[config.mk]
export PLATFORM = sky130hd
export DESIGN_NAME = wb_port_arbiter_flat
export DESIGN_NICKNAME = d
export VERILOG_FILES = /design/src/rtl/wb_port_if.sv /design/src/rtl/wb_port_arbiter.sv /design/src/flat_wrapper.sv
export SDC_FILE = /design/constraint.sdc
export NUM_CORES = 1
export LEC_CHECK = 0
export CORE_MARGIN = 2
export CORE_UTILIZATION = 36
export CTS_BUF_LIST = sky130_fd_sc_hd__clkbuf_8
export CTS_CLUSTER_SIZE = 10
export DETAILED_ROUTE_END_ITERATION = 8
export GPL_TIMING_DRIVEN = 0
export PLACE_DENSITY = 0.95
export SYNTH_ARGS = -nofsm -noshare
export SYNTH_HDL_FRONTEND = slang
export SYNTH_SLANG_ARGS = --single-unit
[constraint.sdc]
create_clock -name clk -period 2.8 [get_ports clk]
set_input_delay 0.56 -clock clk [delete_from_list [all_inputs] [get_ports clk]]
set_output_delay 0.56 -clock clk [all_outputs]
set_load 0.01 [all_outputs]
[src/rtl/wb_port_if.sv]
// wb_port_if: write-back request/response bundle between the ALU/memory paths and the register file port
//   alu_*  : ALU result request (valid/ready handshake, dir = destination register, data)
//   mem_*  : memory-load return request (same handshake)
//   *_wb   : registered register-file write strobe, address, data and source select
interface wb_port_if #(
    parameter int DATA_W = 32,
    parameter int ADDR_W = 4
);
    logic              alu_valid;
    logic              alu_ready;
    logic [ADDR_W-1:0] alu_dir;
    logic [DATA_W-1:0] alu_data;
    logic              mem_valid;
    logic              mem_ready;
    logic [ADDR_W-1:0] mem_dir;
    logic [DATA_W-1:0] mem_data;
    logic              reg_wr;
    logic [ADDR_W-1:0] dir_wb;
    logic [DATA_W-1:0] data_wb;
    logic              sel_wb;
    modport master (
        output alu_valid, alu_dir, alu_data, mem_valid, mem_dir, mem_data,
        input  alu_ready, mem_ready, reg_wr, dir_wb, data_wb, sel_wb
    );
    modport slave (
        input  alu_valid, alu_dir, alu_data, mem_valid, mem_dir, mem_data,
        output alu_ready, mem_ready, reg_wr, dir_wb, data_wb, sel_wb
    );
endinterface

[src/rtl/wb_port_arbiter.sv]
// wb_port_arbiter: shares the register-file write port between the ALU and memory-load paths with anti-starvation
//   clk, rst  : core clock, synchronous active-high reset
//   wb        : wb_port_if slave (requests in, combinational ready out, registered write port out)
//   stall_cnt : saturating count of cycles with a valid-but-not-ready requester (only with WB_STALL_CNT_EN)
module wb_port_arbiter #(
    parameter int DATA_W       = 32,
    parameter int ADDR_W       = 4,
    parameter int STARVE_LIMIT = 3
) (
    input  logic        clk,
    input  logic        rst,
    wb_port_if.slave    wb
`ifdef WB_STALL_CNT_EN
    ,
    output logic [15:0] stall_cnt
`endif
);
    typedef enum logic {ALU_PRI, MEM_PRI} state_t;
    state_t            state;
    logic [3:0]        starve;
    logic [3:0]        starve_inc;
    logic              alu_gnt;
    logic              mem_gnt;
    logic [ADDR_W-1:0] dir_nxt;
    logic [DATA_W-1:0] data_nxt;
    assign wb.alu_ready = state == ALU_PRI || !wb.mem_valid;
    assign wb.mem_ready = state == MEM_PRI || !wb.alu_valid;
    assign alu_gnt      = wb.alu_valid && wb.alu_ready;
    assign mem_gnt      = wb.mem_valid && wb.mem_ready;
    assign starve_inc   = starve + 4'd1;
    always_comb begin
        dir_nxt  = mem_gnt ? wb.mem_dir  : alu_gnt ? wb.alu_dir  : '0;
        data_nxt = mem_gnt ? wb.mem_data : alu_gnt ? wb.alu_data : '0;
    end
    always_ff @(posedge clk) begin
        if (rst) begin
            state      <= ALU_PRI;
            starve     <= '0;
            wb.reg_wr  <= 1'b0;
            wb.dir_wb  <= '0;
            wb.data_wb <= '0;
            wb.sel_wb  <= 1'b0;
        end else begin
            wb.reg_wr  <= alu_gnt || mem_gnt;
            wb.dir_wb  <= dir_nxt;
            wb.data_wb <= data_nxt;
            wb.sel_wb  <= mem_gnt;
            // MEM_PRI lasts one cycle: memory is either granted or has dropped valid
            if (state == MEM_PRI) begin
                state  <= ALU_PRI;
                starve <= '0;
            end else if (mem_gnt) begin
                starve <= '0;
            end else if (wb.mem_valid) begin
                starve <= starve_inc;
                if (starve_inc == 4'(STARVE_LIMIT))
                    state <= MEM_PRI;
            end
        end
    end
`ifdef WB_STALL_CNT_EN
    always_ff @(posedge clk) begin
        if (rst)
            stall_cnt <= '0;
        else if (((wb.alu_valid && !wb.alu_ready) || (wb.mem_valid && !wb.mem_ready)) && stall_cnt != 16'hFFFF)
            stall_cnt <= stall_cnt + 16'd1;
    end
`endif
endmodule

[src/flat_wrapper.sv]
// flat-port wrapper written by rule: the top's interface ports become plain ports
module wb_port_arbiter_flat 
#(
    parameter int DATA_W       = 32,
    parameter int ADDR_W       = 4,
    parameter int STARVE_LIMIT = 3
)
  (clk, rst, wb_alu_valid, wb_alu_dir, wb_alu_data, wb_mem_valid, wb_mem_dir, wb_mem_data, wb_alu_ready, wb_mem_ready, wb_reg_wr, wb_dir_wb, wb_data_wb, wb_sel_wb);
  wb_port_if #(.DATA_W(DATA_W), .ADDR_W(ADDR_W)) wb_i ();
  input  logic clk;
  input  logic rst;
  input wire logic [$bits(wb_i.alu_valid)-1:0] wb_alu_valid;
  input wire logic [$bits(wb_i.alu_dir)-1:0] wb_alu_dir;
  input wire logic [$bits(wb_i.alu_data)-1:0] wb_alu_data;
  input wire logic [$bits(wb_i.mem_valid)-1:0] wb_mem_valid;
  input wire logic [$bits(wb_i.mem_dir)-1:0] wb_mem_dir;
  input wire logic [$bits(wb_i.mem_data)-1:0] wb_mem_data;
  output wire logic [$bits(wb_i.alu_ready)-1:0] wb_alu_ready;
  output wire logic [$bits(wb_i.mem_ready)-1:0] wb_mem_ready;
  output wire logic [$bits(wb_i.reg_wr)-1:0] wb_reg_wr;
  output wire logic [$bits(wb_i.dir_wb)-1:0] wb_dir_wb;
  output wire logic [$bits(wb_i.data_wb)-1:0] wb_data_wb;
  output wire logic [$bits(wb_i.sel_wb)-1:0] wb_sel_wb;
  assign wb_i.alu_valid = wb_alu_valid;
  assign wb_i.alu_dir = wb_alu_dir;
  assign wb_i.alu_data = wb_alu_data;
  assign wb_i.mem_valid = wb_mem_valid;
  assign wb_i.mem_dir = wb_mem_dir;
  assign wb_i.mem_data = wb_mem_data;
  assign wb_alu_ready = wb_i.alu_ready;
  assign wb_mem_ready = wb_i.mem_ready;
  assign wb_reg_wr = wb_i.reg_wr;
  assign wb_dir_wb = wb_i.dir_wb;
  assign wb_data_wb = wb_i.data_wb;
  assign wb_sel_wb = wb_i.sel_wb;
  wb_port_arbiter #(.DATA_W(DATA_W), .ADDR_W(ADDR_W), .STARVE_LIMIT(STARVE_LIMIT)) u_core (.clk(clk), .rst(rst), .wb(wb_i));
endmodule
# After elaboration in Yosys (flattened, before gate mapping)
# Index checks and enable logic that the tools add are counted.
# W data, S select, Z words.
# word_totals
ff_bits	43
inputBits	76
output_inout_bits	40
word_cells	24
# op_classes
add_sub_neg	1
n_eq_ne	1
n_mux	5
bitwise_logic	2
reduce_logical	9
# op_table
cell	n
$mux W32	2
$mux W4	2
$add A4 B1 Y4 const B	1
$eq A4 B2 Y1 const B	1
$reduce_or A4 Y1	1
$logic_or A1 B1 Y1	3
$reduce_or A3 Y1	1
$logic_and A1 B1 Y1	2
$logic_not A1 Y1	2
$not A1 Y1	2
$mux W1	1

# Depth between registers and ports, before layout
# Gate-level depths: netlist of the first run.
# depth
word_depth	5
ltp_mapped	6
depth_no_buf	4

# Worst setup path after synthesis of the first run
# Ideal clock, no wire load.
# synth_path
kind	input-to-reg
start	input port wb_mem_valid
end	register u_core.wb.data_wb[0]
setup_time_ns	0.117
arrival_ns	1.397
required_time_ns	2.683
path_slack_ns	1.286
path_stages	6
n_path_buf	3
path_cell_list	buf_6 -> nand2_2 -> and3b_1 -> buf_4 -> buf_6 -> a22o_1
# synth_via
elab_chain_cells	5
word_cells_on_any_way	6
cone_classes	mux: 2; reduce/logical: 4
# synth_rtl
item	line	source
from (decl)	flat_wrapper.sv:15	input wire logic [$bits(wb_i.mem_valid)-1:0] wb_mem_valid;
$logic_not A1 Y1	wb_port_arbiter.sv:26	assign wb.alu_ready = state == ALU_PRI || !wb.mem_valid;
$logic_or A1 B1 Y1	wb_port_arbiter.sv:26	
named net wb_alu_ready	flat_wrapper.sv:18	output wire logic [$bits(wb_i.alu_ready)-1:0] wb_alu_ready;
$logic_and A1 B1 Y1	wb_port_arbiter.sv:28	assign alu_gnt = wb.alu_valid && wb.alu_ready;
$mux W32 (2 in series)	wb_port_arbiter.sv:33	data_nxt = mem_gnt ? wb.mem_data : alu_gnt ? wb.alu_data : '0;
to (signal assigned)	wb_port_arbiter.sv:46	wb.data_wb <= data_nxt;
to (decl)	wb_port_if.sv:27	output alu_ready, mem_ready, reg_wr, dir_wb, data_wb, sel_wb
# The timed path passes the listed nets, and every way through them passes these cells.
# A chain may end at the register's enable or synchronous reset.

# Worst setup path in the final report of the first run
# layout_path
start	input port wb_alu_valid
end	output port wb_mem_ready
# layout_via
elab_chain_cells	2
# layout_rtl
item	line	source
from (decl)	flat_wrapper.sv:12	input wire logic [$bits(wb_i.alu_valid)-1:0] wb_alu_valid;
$logic_not A1 Y1	wb_port_arbiter.sv:27	assign wb.mem_ready = state == MEM_PRI || !wb.alu_valid;
$logic_or A1 B1 Y1	wb_port_arbiter.sv:27	
to (decl)	flat_wrapper.sv:19	output wire logic [$bits(wb_i.mem_ready)-1:0] wb_mem_ready;
# No other way between the ends.

==> results of run 1 <==
## cell families after synthesis
group | Yosys count
adder cells (fa/ha/maj) | 2
flip-flops | 43
AND/OR/NAND/NOR | 16
buffers and inverters | 10
AO/OA/AOI/OAI | 38
XOR/XNOR | 5
## worst max-delay path, delay by kind of cell
family,cells,cell delay (ps)
buffers and inverters,2,1000
AND/OR/NAND/NOR,1,100
## metrics by stage
step | util [%] | area (um^2) | hold WS (ps)
after CTS | 70.6 | 2780 | 503
after global placement | 67.2 | 2650 | 518
after floorplan | - | 1450 | 499
final | 70.6 | 2780 | 507
after detailed placement | 67.2 | 2650 | 524
after global routing | 70.6 | 2780 | 512
## routing by layer
layer | up-vias | part of all wire, % | global-route usage, %
met5 | - | 0 | 0
met2 | 75 | 54 | 36.0
met1 | 611 | 32 | 16.2
met4 | 0 | 2.8 | 10.7
met3 | 14 | 12 | 8.33
li1 | 659 | - | -
## cells in the mapped netlist
master	number	area [um^2]
nand2_1	1	3.75
xor2_1	2	17.5
nand2b_2	1	8.76
nand4_1	1	6.26
dfxtp_1	43	861
nand3_1	2	10.0
nand2_2	1	6.26
buf_6	7	78.8
a211oi_1	1	7.51
ha_1	2	25.0
nor3_1	1	5.00
xnor2_1	3	26.3
o21ai_1	1	5.00
nor3b_4	1	18.8
inv_4	1	6.26
nor2_1	7	26.3
a22o_1	36	315
and3b_1	1	8.76
buf_4	1	7.51
inv_1	1	3.75
## state kept, by name (all words and copies together), names as in the netlist
signal             count
u_core.wb.data_wb     32
u_core.starve          4
u_core.wb.dir_wb       4
u_core.state           1
u_core.wb.reg_wr       1
u_core.wb.sel_wb       1
## path summary, 6_finish.rpt
path | start | endpoint | depth (start not counted)
worst min-delay path | wb_mem_valid | u_core.starve[1] | 2
worst max-delay path | wb_alu_valid | wb_mem_ready | 3
worst max register to register | u_core.state | u_core.wb.data_wb[2] | 4
worst min register to register | u_core.starve[1] | u_core.starve[1] | 2
## layout make-up
cell class,count,area [um^2]
fillers,271,1160
repair buffers,114,1140
flip-flops and latches,43,861
multi-input cells,61,490
plain buffers,8,86.3
clock buffers,5,68.8
clock inverters,3,63.8
well taps,50,62.6
inverters,2,10.0
## power groups by stage
stage	combinational [mW]	clock, mW	sequential (mW)
2_1_floorplan	0.0637	0	0.692
3_3_place_gp	0.262	0	0.672
3_5_place_dp	0.270	0	0.675
4_1_cts	0.273	0.576	0.660
5_1_grt	0.288	0.594	0.664
6_report	0.269	0.563	0.660
==> metrics.md, run 1 <==
| Metric | Value |
|---|---|
| Outcome | completed |
| 1st-pass router iterations | 4 |
| Total track usage | 19.0% |
| Simple-gate share of the synthesized area | 6.48% |
| RSZ-0062 raised after global routing | false |
| Syn Inst Count | 114 |
| Layout cell share with drive strength beyond 1 | 8.05% |
| Worst min-delay path class | input port to flip-flop |
| # Post-CTS Setup Buffers | 0 |
| Most frequent cells in the layout | 114 x clkdlybuf4s50_1, 43 x dfxtp_1, 36 x a22o_1, 7 x buf_6, 7 x nor2_1 |
| Max-cap violations | 0 |
| Final Non-Filler Cells | 286 |
| CP Launch Type | input port |
| Clk buf depth | 2 |
| Yosys synthesis warning count | 0 |
| Initial antenna violation count | 0 |
| # hold bufs at CTS | 0 |
| Most common cell after layout, fill and taps aside | clkdlybuf4s50_1 |
| GP Congestion | 0.719 |
| Synth cell types | 20 |
| Root buf cell | clkbuf_8 |
| CTS buffer count | 5 |
| Slew Limit Fails | 0 |
| Diode count | 0 |
| Crit path max fanout | 4 |
| Post-synthesis mux area share | 0% |
| Num Clock Sinks | 43 |
| Detail Route Antenna Nets | 0 |
| Worst Path Required | 2240 ps |
| Setup slack, reg-to-reg | 1460 ps |
| Setup CP Type | input port to output pin |
| Via count | 1359 |
| Num rows | 23 |
| Final setup violation count | 0 |
| Placed insts | 278 |
| Clock share of power | 37.7% |
| Yosys reg bits | 43 |
| Clk pin slew, worst setup/hold paths | 80 ps |
| Register area share after synthesis | 59.5% |
| Maximum number of pins on one net before global-route repair | 14 |
| Worst-skew pair later-pin latency | 290 ps |
| Final HPWL DP | 3410 um |
| # resized after CTS | 0 |
| First-pass GRT wire length | 6150 um |
| Post-detailed-route via-to-cell ratio | 4.75 |
| Post-Synth XOR/XNOR Area | 3.03% |
| Sw frac | 20.4% |
| IO Count | 116 |
| Leakage | 1.10 nW |
| Vias in the first global route | 1325 |
| Slowest CP cell | clkdlybuf4s50_1 |
| H-Tree Depth | 2 |
| Sequential power share | 44.2% |
| Synth Area in Compound Gates | 22.6% |
| CTS tree | yes |
| Die Area | 4540 um^2 |
| Initial DRC Count | 53 |
| Cell-internal power | 1.19 mW |
| Pwr Density | 536 nW/um^2 |
| Tightest Pin Transition | 480 ps |
| Synthesized area | 1450 um^2 |
| Tmin final | 2220 ps |
| Placeable Area | 3940 um^2 |
| Critical Path Max Stage Delay | 530 ps |
| Starting Density | 36.7% |
| Grt total ovfl | 0 |
| Final Hold Viols | 0 |
| # DRC | 0 |
| Crit share post-route | 79.4% |
| DIE WIDTH | 67.4 um |
| PnR worst setup slack | 578 ps |
| Psw | 304 uW |
| CP endpoint kind | output pin |
| Syn_area_per_cell | 12.7 um^2 |
| Fin Clk Skew | 6.89 ps |
| Crit path arrival time | 1660 ps |
| Post-Syn Nets | 192 |
| Main combinational cell family by area after synthesis | compound AO/OA/AOI/OAI gates |
| Crit path cell chain | clkdlybuf4s50_1, nand2b_2, clkdlybuf4s50_1 |
| Worst vdd ir | 206 uV |
| CP most frequent cell | clkdlybuf4s50_1 |
| Fin nets | 313 |
| Adder-cell area share of the yosys netlist | 1.73% |
| Per-cell routed wire length | 15.2 um |
| Routed wire length | 4360 um |
| Die Ht | 67.4 um |
| Dpl ws | 572 ps |
| Max-slew headroom | 68.0% |
| Layout area overhead | 92.3% |
| TNS Setup | 0 ps |
| Max Clock Freq | 450 MHz |
| Total power | 1.49 mW |
| Port buffer count | 114 |
| Combinational power share | 18.1% |
(Power assumes the default switching activity.)
==> run 2, diff against run 1 <==
--- a/config.mk
+++ b/config.mk
@@ -6,12 +6,12 @@
 export NUM_CORES = 1
 export LEC_CHECK = 0
 export CORE_MARGIN = 2
-export CORE_UTILIZATION = 36
+export CORE_UTILIZATION = 33
 export CTS_BUF_LIST = sky130_fd_sc_hd__clkbuf_8
 export CTS_CLUSTER_SIZE = 10
 export DETAILED_ROUTE_END_ITERATION = 8
 export GPL_TIMING_DRIVEN = 0
-export PLACE_DENSITY = 0.95
+export PLACE_DENSITY = 0.92
 export SYNTH_ARGS = -nofsm -noshare
 export SYNTH_HDL_FRONTEND = slang
 export SYNTH_SLANG_ARGS = --single-unit
==> constraint.sdc (replaced) <==
create_clock -name clk -period 2.31 [get_ports clk]
set_input_delay 0.462 -clock clk [delete_from_list [all_inputs] [get_ports clk]]
set_output_delay 0.462 -clock clk [all_outputs]
set_load 0.01 [all_outputs]
==> run 2 against run 1 <==
Flip-flop and latch count did not move. Register-to-register slack lost 570 ps. Worst hold slack got worse by 98 ps. Clock skew down 2.4 ps. Power up 10%. Clock power fell by 7.3%. Global-route usage shrank 1.2 points. Sequential share of layout area rose by 0.29 points. Critical path depth unchanged.
==> metrics.md, run 2 (same netlist as run 1, synthesis figures left out) <==
| Metric | Value |
|---|---|
| Outcome | completed |
| Critical Path Max Stage Delay | 540 ps |
| Maximum number of pins on one net before global-route repair | 14 |
| Psw | 363 uW |
| CTS buffer count | 5 |
| # hold bufs at CTS | 0 |
| DIE WIDTH | 70.2 um |
| Largest regs | u_core.wb.data_wb: 32 flops, u_core.starve: 4 flops, u_core.wb.dir_wb: 4 flops |
| Sequential power share | 48.6% |
| IO Count | 116 |
| Starting Density | 33.7% |
| Worst vdd ir | 342 uV |
| CP most frequent cell | clkdlybuf4s50_1 |
| Routed wire length | 4280 um |
| FF-to-FF path depth | 4 |
| Diode count | 0 |
| PnR worst setup slack | 260 ps |
| Top reg by flops | u_core.wb.data_wb |
| H-Tree Depth | 2 |
| First-pass GRT wire length | 6910 um |
| Initial DRC Count | 58 |
| Layout area overhead | 90.5% |
| Per-cell routed wire length | 14.9 um |
| Clk pin slew, worst setup/hold paths | 80 ps |
| Crit path max fanout | 4 |
| TNS Setup | 0 ps |
| Tmin final | 2050 ps |
| Die Area | 4930 um^2 |
| Crit share post-route | 88.7% |
| GP Congestion | 0.741 |
| Final hold slack | 409 ps |
| CTS tree | yes |
| Pwr Density | 597 nW/um^2 |
| # resized after CTS | 0 |
| WHS Endpoint | u_core.starve[1] |
| Routing usage on met1 | 21.7% |
| Setup slack, reg-to-reg | 890 ps |
| Tightest Pin Transition | 532 ps |
| # Post-CTS Setup Buffers | 0 |
| Worst min-delay path class | input port to flip-flop |
| Post-detailed-route via-to-cell ratio | 4.73 |
| Placed insts | 280 |
| RSZ-0062 raised after global routing | false |
| Placeable Area | 4290 um^2 |
| GR peak layer | met2 |
| Final core utilization | 64.2% |
| Initial antenna violation count | 0 |
| Vias in the first global route | 1405 |
| Layout cell share with drive strength beyond 1 | 8.47% |
| Via count | 1361 |
| Port buffer count | 114 |
| M3 GR Usage | 5.34% |
| Most common cell after layout, fill and taps aside | clkdlybuf4s50_1 |
| Fin Clk Skew | 4.48 ps |
| Final Non-Filler Cells | 288 |
| Final setup violation count | 0 |
| Slowest CP cell | clkdlybuf4s50_1 |
| Max Clock Freq | 488 MHz |
| Worst r2r src | u_core.state |
| Most frequent cells in the layout | 114 x clkdlybuf4s50_1, 43 x dfxtp_1, 36 x a22o_1 |
| 1st-pass router iterations | 4 |
| Slew Limit Fails | 0 |
| Hold Path Depth | 2 |
| Combinational power share | 19.7% |
| Worst Path Required | 1850 ps |
| Clock share of power | 31.7% |
| Number of flip-flops in the largest register | 32 |
| Dpl ws | 264 ps |
| Num Clock Sinks | 43 |
| Worst-skew pair later-pin latency | 290 ps |
| Max-cap violations | 0 |
| Hold path start | wb_mem_valid |
| Cell-internal power | 1.28 mW |
| # DRC | 0 |
| Worst path bufs/invs | 2 |
| Max-slew headroom | 64.5% |
| CP endpoint kind | output pin |
| Detail Route Antenna Nets | 0 |
| Total track usage | 17.7% |
| Setup CP Type | input port to output pin |
| Clk buf depth | 2 |
| Crit path cell chain | clkdlybuf4s50_1, nand2b_2, clkdlybuf4s50_1 |
| Grt total ovfl | 0 |
| Root buf cell | clkbuf_8 |
| Final Hold Viols | 0 |
| Die Ht | 70.2 um |
| Num rows | 24 |
| GR Util met2 | 29.9% |
| Top delay family on crit path | buffers and inverters |
| Sw frac | 22.1% |
| Final HPWL DP | 3380 um |
| Crit path arrival time | 1590 ps |
| CP Launch Type | input port |
| R2r endpoint | u_core.wb.dir_wb[0] |
| Leakage | 1.08 nW |
| Fin nets | 313 |
## run 2: layout make-up
cell class	count	area (um^2)
Clock inverter	1	7.51
Tap cell	52	65.1
Clock buffer	7	96.3
Multi-Input combinational cell	61	490
Sequential cell	43	861
Fill cell	340	1540
Inverter	2	10.0
Buffer	8	86.3
Timing Repair Buffer	114	1140
## run 2: metal layers
| metal | wire, um | up-vias |
|---|---|---|
| met4 | 47 | 0 |
| li1 | - | 656 |
| met2 | 2120 | 75 |
| met3 | 328 | 6 |
| met1 | 1780 | 624 |
| met5 | 0 | - |
## run 2: per-stage QoR
stage	cell area (um^2)	total power, mW
6_report	2760	1.65
3_5_place_dp	2650	1.14
5_1_grt	2760	1.73
3_3_place_gp	2650	1.13
4_1_cts	2760	1.66
2_1_floorplan	1450	0.916
## run 2: power groups by stage
| stage | registers, mW | clock network, mW | logic [mW] |
|---|---|---|---|
| 2_1_floorplan | 0.838 | 0 | 0.0772 |
| 3_3_place_gp | 0.815 | 0 | 0.320 |
| 3_5_place_dp | 0.818 | 0 | 0.326 |
| 4_1_cts | 0.800 | 0.536 | 0.328 |
| 5_1_grt | 0.804 | 0.582 | 0.347 |
| 6_report | 0.800 | 0.522 | 0.325 |
## run 2: worst max path at each step
stage                            to         start  cells past startpoint
5_1_grt                wb_mem_ready  wb_alu_valid                      3
6_report               wb_mem_ready  wb_alu_valid                      3
3_5_place_dp           wb_mem_ready  wb_alu_valid                      3
3_3_place_gp           wb_mem_ready  wb_alu_valid                      3
2_1_floorplan  u_core.wb.data_wb[0]  wb_mem_valid                      6
4_1_cts                wb_mem_ready  wb_alu_valid                      3
## run 2: worst register-to-register path: stages, from the launching register on
cell,delay [ps]
dfxtp_1,370
nand2b_2,150
nor3b_4,480
buf_6,220
a22o_1,140
==> run 3, diff against run 2 <==
==> constraint.sdc (replaced) <==
create_clock -name clk -period 2.31 [get_ports clk]
set_input_delay 0.462 -clock clk [delete_from_list [all_inputs] [get_ports clk]]
set_output_delay 0.462 -clock clk [all_outputs]
set_load 0.05 [all_outputs]
==> run 3 against run 2 <==
Sequential share of layout area about the same. Sequential power about the same. Final cell count unchanged. Clock power about the same. Utilization about the same. First-iteration DRC count unchanged. Design area about the same. Critical path depth unchanged. Clock skew about the same. Combinational power up 39%. Critical path type unchanged.
==> metrics.md, run 3 (same netlist as run 1, synthesis figures left out) <==
| Metric | Value |
|---|---|
| CTS buffer count | 5 |
| Leakage | 1.08 nW |
| Layout area overhead | 90.4% |
| Max-cap violations | 0 |
| Fin nets | 313 |
| Setup CP Type | input port to output pin |
| Most frequent cells in the layout | 113 x clkdlybuf4s50_1, 43 x dfxtp_1, 36 x a22o_1 |
| FF-to-FF path depth | 4 |
| Starting Density | 33.7% |
| CP endpoint kind | output pin |
| Tightest Pin Transition | 551 ps |
| Worst Path Required | 1850 ps |
| PnR worst setup slack | 269 ps |
| Worst vdd ir | 346 uV |
| CTS tree | yes |
| Register area | 861 um^2 |
| GP Congestion | 0.741 |
| Most common cell after layout, fill and taps aside | clkdlybuf4s50_1 |
| Final core utilization | 64.2% |
| Outcome | completed |
| Placeable Area | 4290 um^2 |
| Die Area | 4930 um^2 |
| # DRC | 0 |
| Slowest CP cell | dlygate4sd2_1 |
| Fillers | 341 |
| Detail Route Antenna Nets | 0 |
| Psw | 492 uW |
| Worst min-delay path class | input port to flip-flop |
| Multi-input logic area | 490 um^2 |
| Port buffer count | 114 |
| Crit path max fanout | 4 |
| Slew Limit Fails | 0 |
| Pwr Density | 643 nW/um^2 |
| Critical Path Max Stage Delay | 530 ps |
| Cell-internal power | 1.28 mW |
| CP Launch Type | input port |
| Vias in the first global route | 1405 |
| First-pass GRT wire length | 6910 um |
| Sw frac | 27.7% |
| Crit path cell chain | clkdlybuf4s50_1, nand2b_2, dlygate4sd2_1 |
| Num Clock Sinks | 43 |
| Num rows | 24 |
| Combinational power share | 25.5% |
| Final HPWL DP | 3380 um |
| Diode count | 0 |
| Crit path arrival time | 1580 ps |
| Root buf cell | clkbuf_8 |
| Per-cell routed wire length | 14.8 um |
| Dpl ws | -3.48 ps |
| Clk pin slew, worst setup/hold paths | 80 ps |
| Tmin final | 2040 ps |
| Critical Path Sink | wb_mem_ready |
| RSZ-0062 raised after global routing | false |
| Max Clock Freq | 490 MHz |
| Routed wire length | 4270 um |
| Setup slack, reg-to-reg | 900 ps |
| Maximum number of pins on one net before global-route repair | 14 |
| Crit path launch | wb_alu_valid |
| Initial antenna violation count | 0 |
| Total track usage | 17.7% |
| Sequential power share | 45.1% |
| Clock share of power | 29.4% |
| Final setup violation count | 0 |
| Fin Clk Skew | 4.46 ps |
| Top reg by flops | u_core.wb.data_wb |
| Post-detailed-route via-to-cell ratio | 4.72 |
| Die Ht | 70.2 um |
| Max-slew headroom | 63.2% |
| Grt total ovfl | 0 |
| DIE WIDTH | 70.2 um |
| IO Count | 116 |
| Worst-skew pair later-pin latency | 290 ps |
| # Post-CTS Setup Buffers | 0 |
| Via count | 1360 |
| H-Tree Depth | 2 |
| Layout cell share with drive strength beyond 1 | 8.47% |
| Number of flip-flops in the largest register | 32 |
| Clk buf depth | 2 |
| Initial DRC Count | 58 |
| 1st-pass router iterations | 4 |
| R2r endpoint | u_core.wb.dir_wb[0] |
| Crit share post-route | 88.3% |
| Worst r2r src | u_core.state |
| Largest regs | u_core.wb.data_wb: 32 flops, u_core.starve: 4 flops, u_core.wb.dir_wb: 4 flops |
| Final Hold Viols | 0 |
==> run 3: cell count changes in the layout (fill, tap and decap cells not counted), sizes merged <==
| cell | before | now |
|---|---|---|
| dlygate4sd2 | 0 | 1 |
| clkdlybuf4s50 | 114 | 113 |
==> run 3: repair_timing <==
| item | in CTS | in global routing |
|---|---|---|
| gates resized for setup | 1 | 0 |
| hold buffers | 0 | 0 |
| endpoints found under the setup margin | 1 | 0 |
==> run 3: how the worst min path moves through the flow <==
| stage | end | start | cells past startpoint |
|---|---|---|---|
| finish | u_core.starve[1] | wb_mem_valid | 2 |
| CTS | u_core.starve[1] | wb_mem_valid | 2 |
| global placement | u_core.starve[3] | u_core.starve[3] | 2 |
| detailed placement | u_core.starve[1] | u_core.starve[1] | 2 |
| floorplan | u_core.starve[1] | u_core.starve[1] | 2 |
| global route | u_core.starve[1] | wb_mem_valid | 2 |
==> run 3: area by class of cell <==
type / count / share of cell area [%]
flip-flops and latches: 43 / 31.2
clock buffers: 7 / 3.50
multi-input cells: 61 / 17.8
well taps: 52 / 2.36
clock inverters: 1 / 0.272
inverters: 2 / 0.363
plain buffers: 8 / 3.13
repair buffers: 114 / 41.4
==> run 3: worst max-delay path: cells and delay by family <==
kind / cells / cell delay, ps
buf+inv: 2 / 1000
simple gates: 1 / 110
==> run 3: through the flow <==
stage | power (mW) | instance area (um^2) | hold WS [ps] | setup TNS, ps | instances
finish | 1.77 | 2760 | 409 | 0 | 288
global route | 1.86 | 2760 | 411 | 0 | 288
CTS | 1.79 | 2760 | 397 | 0 | 288
detailed placement | 1.27 | 2650 | 536 | -3.48 | 280
global placement | 1.26 | 2650 | 515 | 0 | 280
floorplan | 1.04 | 1450 | 499 | 0 | 114
==> run 3: power by group through the flow <==
stage / sequential (mW) / clock [mW] / combinational (mW)
final: 0.800 / 0.522 / 0.452
after floorplan: 0.963 / 0 / 0.0810
after CTS: 0.800 / 0.536 / 0.455
after global routing: 0.804 / 0.582 / 0.474
after detailed placement: 0.818 / 0 / 0.454
after global placement: 0.815 / 0 / 0.447
==> run 3: routing by layer <==
metal	global-route usage, %	up-vias	part of all wire, %
met3	5.34	6	7.6
met2	29.9	75	50
met5	0	-	0
met1	21.7	623	42
li1	-	656	-
met4	5.34	0	1.1
